$ cat config.mk
export PLATFORM = sky130hd
export DESIGN_NAME = branch_predictor_flat
export DESIGN_NICKNAME = d
export VERILOG_FILES = /design/src/rtl/branch_predictor_if.sv /design/src/rtl/branch_predictor.sv /design/src/flat_wrapper.sv
export SDC_FILE = /design/constraint.sdc
export NUM_CORES = 2
export LEC_CHECK = 0
export BUFFER_PORTS_ARGS = -buffer_cell sky130_fd_sc_hd__buf_4
export CORE_MARGIN = 2
export CORE_UTILIZATION = 40
export DETAILED_ROUTE_END_ITERATION = 16
export SLEW_MARGIN = 20
export SYNTH_ARGS = -nofsm -noshare
export SYNTH_HDL_FRONTEND = slang
export SYNTH_SLANG_ARGS = --single-unit
$ cat constraint.sdc
create_clock -name clk -period 7.15 [get_ports clk]
set_input_delay 1.43 -clock clk [delete_from_list [all_inputs] [get_ports clk]]
set_output_delay 1.43 -clock clk [all_outputs]
set_load 0.02 [all_outputs]
$ cat src/rtl/branch_predictor_if.sv
// Fetch-side lookup and EX-side training signals of the branch target buffer.
// The pipeline drives through master; the predictor attaches through slave.
interface branch_predictor_if;
    logic [31:0] pc_if;
    logic        predicted_taken_if;
    logic [31:0] predicted_target_if;
    logic        upd_valid;
    logic [31:0] upd_pc;
    logic        upd_branch;
    logic        upd_jal;
    logic        upd_taken;
    logic [31:0] upd_target;
    logic        bp_clear;

    modport master (
        output pc_if, upd_valid, upd_pc, upd_branch, upd_jal, upd_taken, upd_target, bp_clear,
        input  predicted_taken_if, predicted_target_if
    );

    modport slave (
        input  pc_if, upd_valid, upd_pc, upd_branch, upd_jal, upd_taken, upd_target, bp_clear,
        output predicted_taken_if, predicted_target_if
    );
endinterface

$ cat src/rtl/branch_predictor.sv
// Direct-mapped BTB with 2-bit saturating counters. The lookup is combinational
// on the registered table; training from EX takes effect on the next clock edge.
module branch_predictor #(
    parameter int unsigned INDEX_BITS = 4,
    parameter int unsigned TAG_BITS   = 30 - INDEX_BITS
) (
    input  logic                clk,
    input  logic                rst,
    branch_predictor_if.slave   bp
);
    localparam int unsigned ENTRIES = 1 << INDEX_BITS;

    logic                valid_q  [ENTRIES];
    logic [TAG_BITS-1:0] tag_q    [ENTRIES];
    logic [31:0]         target_q [ENTRIES];
    logic [1:0]          ctr_q    [ENTRIES];
    logic                uncond_q [ENTRIES];

    logic [INDEX_BITS-1:0] rd_idx;
    logic [TAG_BITS-1:0]   rd_tag;
    logic                  rd_hit;
    logic                  rd_taken;

    logic [INDEX_BITS-1:0] up_idx;
    logic [TAG_BITS-1:0]   up_tag;
    logic                  up_hit;

    logic                  ent_we;
    logic                  valid_d;
    logic [TAG_BITS-1:0]   tag_d;
    logic [31:0]           target_d;
    logic [1:0]            ctr_d;
    logic                  uncond_d;

    // Instruction-aligned PCs: the two low bits never select an entry.
    logic unused_pc_bits;
    assign unused_pc_bits = ^{bp.pc_if[1:0], bp.upd_pc[1:0]};

    always_comb begin
        rd_idx   = bp.pc_if[INDEX_BITS+1:2];
        rd_tag   = bp.pc_if[31:INDEX_BITS+2];
        rd_hit   = valid_q[rd_idx] && (tag_q[rd_idx] == rd_tag);
        rd_taken = rd_hit && (uncond_q[rd_idx] || ctr_q[rd_idx][1]);
        bp.predicted_taken_if  = rd_taken;
        bp.predicted_target_if = rd_taken ? target_q[rd_idx] : bp.pc_if + 32'd4;
    end

    always_comb begin
        up_idx   = bp.upd_pc[INDEX_BITS+1:2];
        up_tag   = bp.upd_pc[31:INDEX_BITS+2];
        up_hit   = valid_q[up_idx] && (tag_q[up_idx] == up_tag);
        ent_we   = 1'b0;
        valid_d  = valid_q[up_idx];
        tag_d    = tag_q[up_idx];
        target_d = target_q[up_idx];
        ctr_d    = ctr_q[up_idx];
        uncond_d = uncond_q[up_idx];
        if (bp.upd_valid && (bp.upd_branch || bp.upd_jal)) begin
            if (up_hit) begin
                ent_we = 1'b1;
                if (bp.upd_jal) begin
                    ctr_d    = 2'b11;
                    uncond_d = 1'b1;
                    target_d = bp.upd_target;
                end else if (bp.upd_taken) begin
                    ctr_d    = (ctr_q[up_idx] == 2'b11) ? 2'b11 : ctr_q[up_idx] + 2'd1;
                    target_d = bp.upd_target;
                end else begin
                    ctr_d    = (ctr_q[up_idx] == 2'b00) ? 2'b00 : ctr_q[up_idx] - 2'd1;
                end
            end else if (bp.upd_taken) begin
                ent_we   = 1'b1;
                valid_d  = 1'b1;
                tag_d    = up_tag;
                target_d = bp.upd_target;
                uncond_d = bp.upd_jal;
                ctr_d    = bp.upd_jal ? 2'b11 : 2'b10;
            end
        end
    end

    // Clear only drops valid bits and takes priority over a same-cycle update.
    always_ff @(posedge clk or negedge rst) begin
        if (!rst) begin
            valid_q  <= '{default: 1'b0};
            tag_q    <= '{default: '0};
            target_q <= '{default: '0};
            ctr_q    <= '{default: 2'b01};
            uncond_q <= '{default: 1'b0};
        end else if (bp.bp_clear) begin
            valid_q  <= '{default: 1'b0};
        end else if (ent_we) begin
            valid_q[up_idx]  <= valid_d;
            tag_q[up_idx]    <= tag_d;
            target_q[up_idx] <= target_d;
            ctr_q[up_idx]    <= ctr_d;
            uncond_q[up_idx] <= uncond_d;
        end
    end
endmodule

$ cat src/flat_wrapper.sv
// flat-port wrapper written by rule: the top's interface ports become plain ports
module branch_predictor_flat 
#(
    parameter int unsigned INDEX_BITS = 4,
    parameter int unsigned TAG_BITS   = 30 - INDEX_BITS
)
  (clk, rst, bp_pc_if, bp_upd_valid, bp_upd_pc, bp_upd_branch, bp_upd_jal, bp_upd_taken, bp_upd_target, bp_bp_clear, bp_predicted_taken_if, bp_predicted_target_if);
  branch_predictor_if bp_i ();
  input  logic clk;
  input  logic rst;
  input wire logic [$bits(bp_i.pc_if)-1:0] bp_pc_if;
  input wire logic [$bits(bp_i.upd_valid)-1:0] bp_upd_valid;
  input wire logic [$bits(bp_i.upd_pc)-1:0] bp_upd_pc;
  input wire logic [$bits(bp_i.upd_branch)-1:0] bp_upd_branch;
  input wire logic [$bits(bp_i.upd_jal)-1:0] bp_upd_jal;
  input wire logic [$bits(bp_i.upd_taken)-1:0] bp_upd_taken;
  input wire logic [$bits(bp_i.upd_target)-1:0] bp_upd_target;
  input wire logic [$bits(bp_i.bp_clear)-1:0] bp_bp_clear;
  output wire logic [$bits(bp_i.predicted_taken_if)-1:0] bp_predicted_taken_if;
  output wire logic [$bits(bp_i.predicted_target_if)-1:0] bp_predicted_target_if;
  assign bp_i.pc_if = bp_pc_if;
  assign bp_i.upd_valid = bp_upd_valid;
  assign bp_i.upd_pc = bp_upd_pc;
  assign bp_i.upd_branch = bp_upd_branch;
  assign bp_i.upd_jal = bp_upd_jal;
  assign bp_i.upd_taken = bp_upd_taken;
  assign bp_i.upd_target = bp_upd_target;
  assign bp_i.bp_clear = bp_bp_clear;
  assign bp_predicted_taken_if = bp_i.predicted_taken_if;
  assign bp_predicted_target_if = bp_i.predicted_target_if;
  branch_predictor #(.INDEX_BITS(INDEX_BITS), .TAG_BITS(TAG_BITS)) u_core (.clk(clk), .rst(rst), .bp(bp_i));
endmodule
# == Yosys cells after proc, flatten, opt, wreduce, memory -nomap -nowiden ==
# Cells that the tools add are included.
# word_totals
out_inout_bits,33
wordCells,173
ff_bits,992
latch_bits,0
romBits,0
n_memories,0
in_bits,103
ram_bits,0
# classes
n_bitwise,3
n_shift,0
n_div,0
multipliers,0
n_reduce_logical,10
muxes,71
n_lt_le_gt_ge,3
add_sub_neg,3
eq_ne,3
# op_table
op,n
bitwise mux 512 bit,1
bitwise mux 416 bit,1
two-way mux 32 bit,10
binary-select mux 32 bit (select 4 bit),2
binary-select mux 26 bit (select 4 bit),2
two-way mux 26 bit,8
demux 32 bit (select 4 bit),1
demux 26 bit (select 4 bit),1
== test 26 bit,2
adder 32 x 3 -> 32 bit (second input constant),1
bitwise mux 16 bit,2
bitwise mux 32 bit,1
two-way mux 16 bit,2
two-way mux 2 bit,12
two-way mux 1 bit,20
binary-select mux 1 bit (select 4 bit),4
binary-select mux 2 bit (select 4 bit),2
>= comparator 5 bit (second input constant),2
inverter 4 -> 5 bit,2
demux 2 bit (select 4 bit),1
logical AND 1 bit,5
< comparator 5 x 1 -> 1 bit (second input constant),1
demux 1 bit (select 4 bit),1
adder 2 x 1 -> 2 bit (second input constant),1
7 further kinds,8

# == Depth between registers and ports, before layout ==
# depth
word_depth,11
mapped_depth,18
depth_no_buf,10

# == Worst setup path before layout ==
# Ideal clock, no wire load.
# synth_timing
path_kind,input to output
start,in bp_pc_if[2]
end,out bp_predicted_target_if[0]
path_slack_ns,0.843
path_stages,10
t_required_ns,5.720
t_arrival_ns,4.877
cell_sequence,clkbuf_1 -> buf_1 -> mux4_2 -> mux4_2 -> xnor2_1 -> nand4_1 -> or4_1 -> nor4b_2 -> nand2_1 -> nand2_1
# synth_between
elab_chain_cells,8
elab_cells_between_ends,21
# synth_lines
item,line_no,rtl
"start, declared",flat_wrapper.sv:11,input wire logic [$bits(bp_i.pc_if)-1:0] bp_pc_if;
inverter 4 -> 5 bit (not written as such) *,"branch_predictor.sv:42, branch_predictor.sv:43",
binary-select mux 26 bit (select 4 bit),branch_predictor.sv:42,rd_hit = valid_q[rd_idx] && (tag_q[rd_idx] == rd_tag);
two-way mux 26 bit (not written as such) (2 in a row),branch_predictor.sv:42,
== test 26 bit,branch_predictor.sv:42,
logical AND 1 bit,branch_predictor.sv:42,
logical AND 1 bit *,branch_predictor.sv:43,rd_taken = rd_hit && (uncond_q[rd_idx] || ctr_q[rd_idx][1]);
named net bp_predicted_taken_if,flat_wrapper.sv:19,output wire logic [$bits(bp_i.predicted_taken_if)-1:0] bp_predicted_taken_if;
two-way mux 32 bit *,branch_predictor.sv:45,bp.predicted_target_if = rd_taken ? target_q[rd_idx] : bp.pc_if + 32'd4;
"end, declared",flat_wrapper.sv:20,output wire logic [$bits(bp_i.predicted_target_if)-1:0] bp_predicted_target_if;
# Mark *: on every way through the listed nets, which the timed path passes. The rest lies on a longest branch. The select of a mux whose other input is x is not followed.

# == Worst setup path in the final report ==
# layout_timing
start,in bp_pc_if[2]
end,out bp_predicted_target_if[0]
# layout_between
elab_chain_cells,8
elab_cells_between_ends,21
# layout_lines
item,line_no
inverter 4 -> 5 bit (not written as such) *,"branch_predictor.sv:42, branch_predictor.sv:43, branch_predictor.sv:45"
binary-select mux 26 bit (select 4 bit),branch_predictor.sv:42
two-way mux 26 bit (not written as such) (2 in a row),branch_predictor.sv:42
== test 26 bit,branch_predictor.sv:42
logical AND 1 bit,branch_predictor.sv:42
logical AND 1 bit,branch_predictor.sv:43
two-way mux 32 bit *,branch_predictor.sv:45
# Mark *: on every way between the ends. The rest lies on a longest branch, timed or not. The select of a mux whose other input is x is not followed.

==> metrics.cfg <==
[run_status]
outcome=complete, no violations

[clock_tree]
cts_resized=0
htree_num_levels=3
cts.sinks=992
cts_inserted_buffers=107
cts-root-buf=clkbuf_16
hold_buffers=0
cts_buffer_depth=3
postCtsSetupBuffers=0
cts_tree=done
clk_pin_slew_worst_paths_ps=60
clk_latency_ps=740

[timing]
finalSetupViolCount=0
worst_slew_pin_slew_ps=1030
finClkSkew_ps=60.52
period_needed_ps=6661
finalCritPeriodShare_pct=93.16
hold_viol=0
holdWs_ps=456.1
slew_headroom_pct=31.33
rsz0062_at_grt=false
slew_viol_final=0
fmax_ghz=0.1501
tns_ps=0

[logic_synthesis]
syn_area_um2=53240
synth-seq-area-share_pct=46.66
syn-instance-count=4665
ys.flop_type=dfrtp_1
yosys.area.top_type=dfrtp_1
ys_ff_latch=992
ys_top_cells_by_area=dfrtp_1 46%, mux4_2 23%, nand2_1 7.2%
synthArstFlopShare_pct=100.0
yosysTopAreaCellShare_pct=45.87
ys_types=77
synth.most_common_cell=nand2_1
yosys_warnings=0
synth_edf_count=0
ys_top_cells_by_count=1027 x nand2_1, 976 x dfrtp_1, 618 x o21ai_0
synth_nets=4769
syn-mean-instance-area_um2=11.41

[critical_path]
cp.required_ps=5720
critPathKind=primary input to output pin
rrSetupSlack_ps=2520
critical_path.endpoint=bp_predicted_target_if[0]
r2r_cells=11
arrival_ps=5230
regToRegEndpoint=u_core.target_q[388]$_DFFE_PN0P_
start_kind=primary input
timing.critical_path.fanout_max=38
cp-startpoint=bp_pc_if[2]
r2r_start=u_core.tag_q[140]$_DFFE_PN0P_
crit_path_end_kind=output pin

[pwr]
p_clk_share_pct=42.2
p_int_uw=9948
power_density_nw_per_um2=226.8
swShare_pct=26.65
p_seq_share_pct=45.3
ir_drop_mv=0.2195
leakage_uw=0.02481
p_switching_uw=3615
p_comb_share_pct=12.5

[placement]
gp_congestion=0.9134
dp_hpwl_um=106200
portBuffers=133
dp_cells=6278

[layout]
nets=4736
syn_to_final_growth_pct=12.32
final_cells=6473
final_util_pct=45.37
final_layout_size_suffix_gt1_share_pct=24.27

[drt]
drt-pass1-iter-count=6
final_antenna_net_count=0
remaining_drc_errors=0
wl_um=166900
routed_via_density=5.947
vias=38500
drt-initial-drc-count=3779
wl_per_cell_um=25.79

[global_routing]
grt_pass1_wl_um=253100
grt_pass1_vias=38460
track_usage_pct=24.78
grt_overflow=0
antenna_found_initial=6
grt_max_degree=154

[floorplanning]
die_height_um=368.8
fp.coreArea_um2=131800
row_count=133
die_x_um=368.8
dieArea_um2=136000
start_util_pct=40.40
pin_count=136

[job]
maxCapViolations=0

[worst_hold_path]
hp-class=register to register
hp-start=u_core.ctr_q[0]$_DFFE_PN1P_

power by group through the flow:
stage | Combinational [uW] | Sequential [uW] | Clock, uW
floorplan | 1110 | 6160 | 0
global placement | 1670 | 6220 | 0
detailed placement | 1690 | 6240 | 0
CTS | 1690 | 6140 | 5810
global route | 1840 | 6180 | 6050
finish | 1690 | 6150 | 5720
worst min-delay path by stage:
stage               slack (ps)                            to  cells after the start
global placement           450  u_core.ctr_q[18]$_DFFE_PN1P_                      2
global route               480  u_core.ctr_q[14]$_DFFE_PN1P_                      2
CTS                        460  u_core.ctr_q[16]$_DFFE_PN1P_                      2
detailed placement         450  u_core.ctr_q[16]$_DFFE_PN1P_                      2
floorplan                  440  u_core.ctr_q[18]$_DFFE_PN1P_                      2
finish                     460   u_core.ctr_q[0]$_DFFE_PN1P_                      2
state kept, by name, indices dropped and copies added (netlist names):
signal	cells
u_core.tag_q	416
u_core.uncond_q	16
u_core.valid_q	16
u_core.ctr_q	32
u_core.target_q	512
metrics by stage:
step                total power (uW)  instance area (um^2)  setup slack (ps)
floorplan                       7273                 53240             843.3
global placement                7889                 56200             486.2
detailed placement              7928                 56200             510.5
CTS                            13640                 59800             472.0
global route                   14070                 59800             330.3
finish                         13560                 59800             489.3
worst max-delay path, cell delays in order:
cell and delay [ps]:
buf_8 400, buf_4 340, mux4_2 550, mux4_2 540, xnor2_1 260, nand4_1 150
or4_1 540, nor4b_2 440, buf_4 240, nand2_1 60, nand2_1 80, buf_4 140
placed cells by master (no fill, tap or decap), drive strengths merged, types with 6 or more instances in the layout:
master   netlist  layout
and3           9       9
nand2b         6       6
buf          186     306
inv           30      33
xnor2         44      44
o22ai         15      15
mux2i        160     160
nor3          17      17
nor2b         12      12
o21ai        995     995
nand2       1027    1027
clkinv         0      27
nand3         39      39
mux2          31      31
a21oi         41      41
nor4           6       6
dfstp         16      16
o22a           6       6
a2bb2oi       11      11
mux4         537     537
nand4         14      14
clkbuf       262     149
a31oi         23      23
dfrtp        976     976
nor2          69      69
xor2          31      31
bufinv         0      10
o211ai         6       6
a22oi         28      28
cell type report:
| cell class | instances | area, um^2 |
|---|---|---|
| antenna | 1 | 2.502 |
| clock buffer | 149 | 3018 |
| multi-input combinational | 3195 | 26260 |
| inverter | 30 | 115.1 |
| fill | 12210 | 72000 |
| clock inverter | 45 | 583.1 |
| tap | 1755 | 2196 |
| timing repair buffer | 306 | 2780 |
| sequential | 992 | 24840 |
logic make-up after synthesis:
| kind of cell | count (synthesis) | synth area share (%) |
|---|---|---|
| AO/OA/AOI/OAI | 1168 | 11.83 |
| XOR/XNOR | 75 | 1.234 |
| adder cells (fa/ha/maj) | 1 | 0.02350 |
| buffers and inverters | 478 | 4.449 |
| flip-flops | 992 | 46.66 |
| multiplexers | 728 | 26.60 |
| AND/OR/NAND/NOR | 1223 | 9.203 |
layer usage:
metal  global-route usage, %  wire (um)  part of all wire [%]  vias up
li1                        -          -                     -    17030
met1                   35.26      71550                    43    19740
met2                   36.80      74440                    45     1437
met3                   7.588      16160                   9.7      284
met4                   6.656       4708                   2.8       12
met5                       0         64                 0.038        -
(Power assumes the default switching activity.)
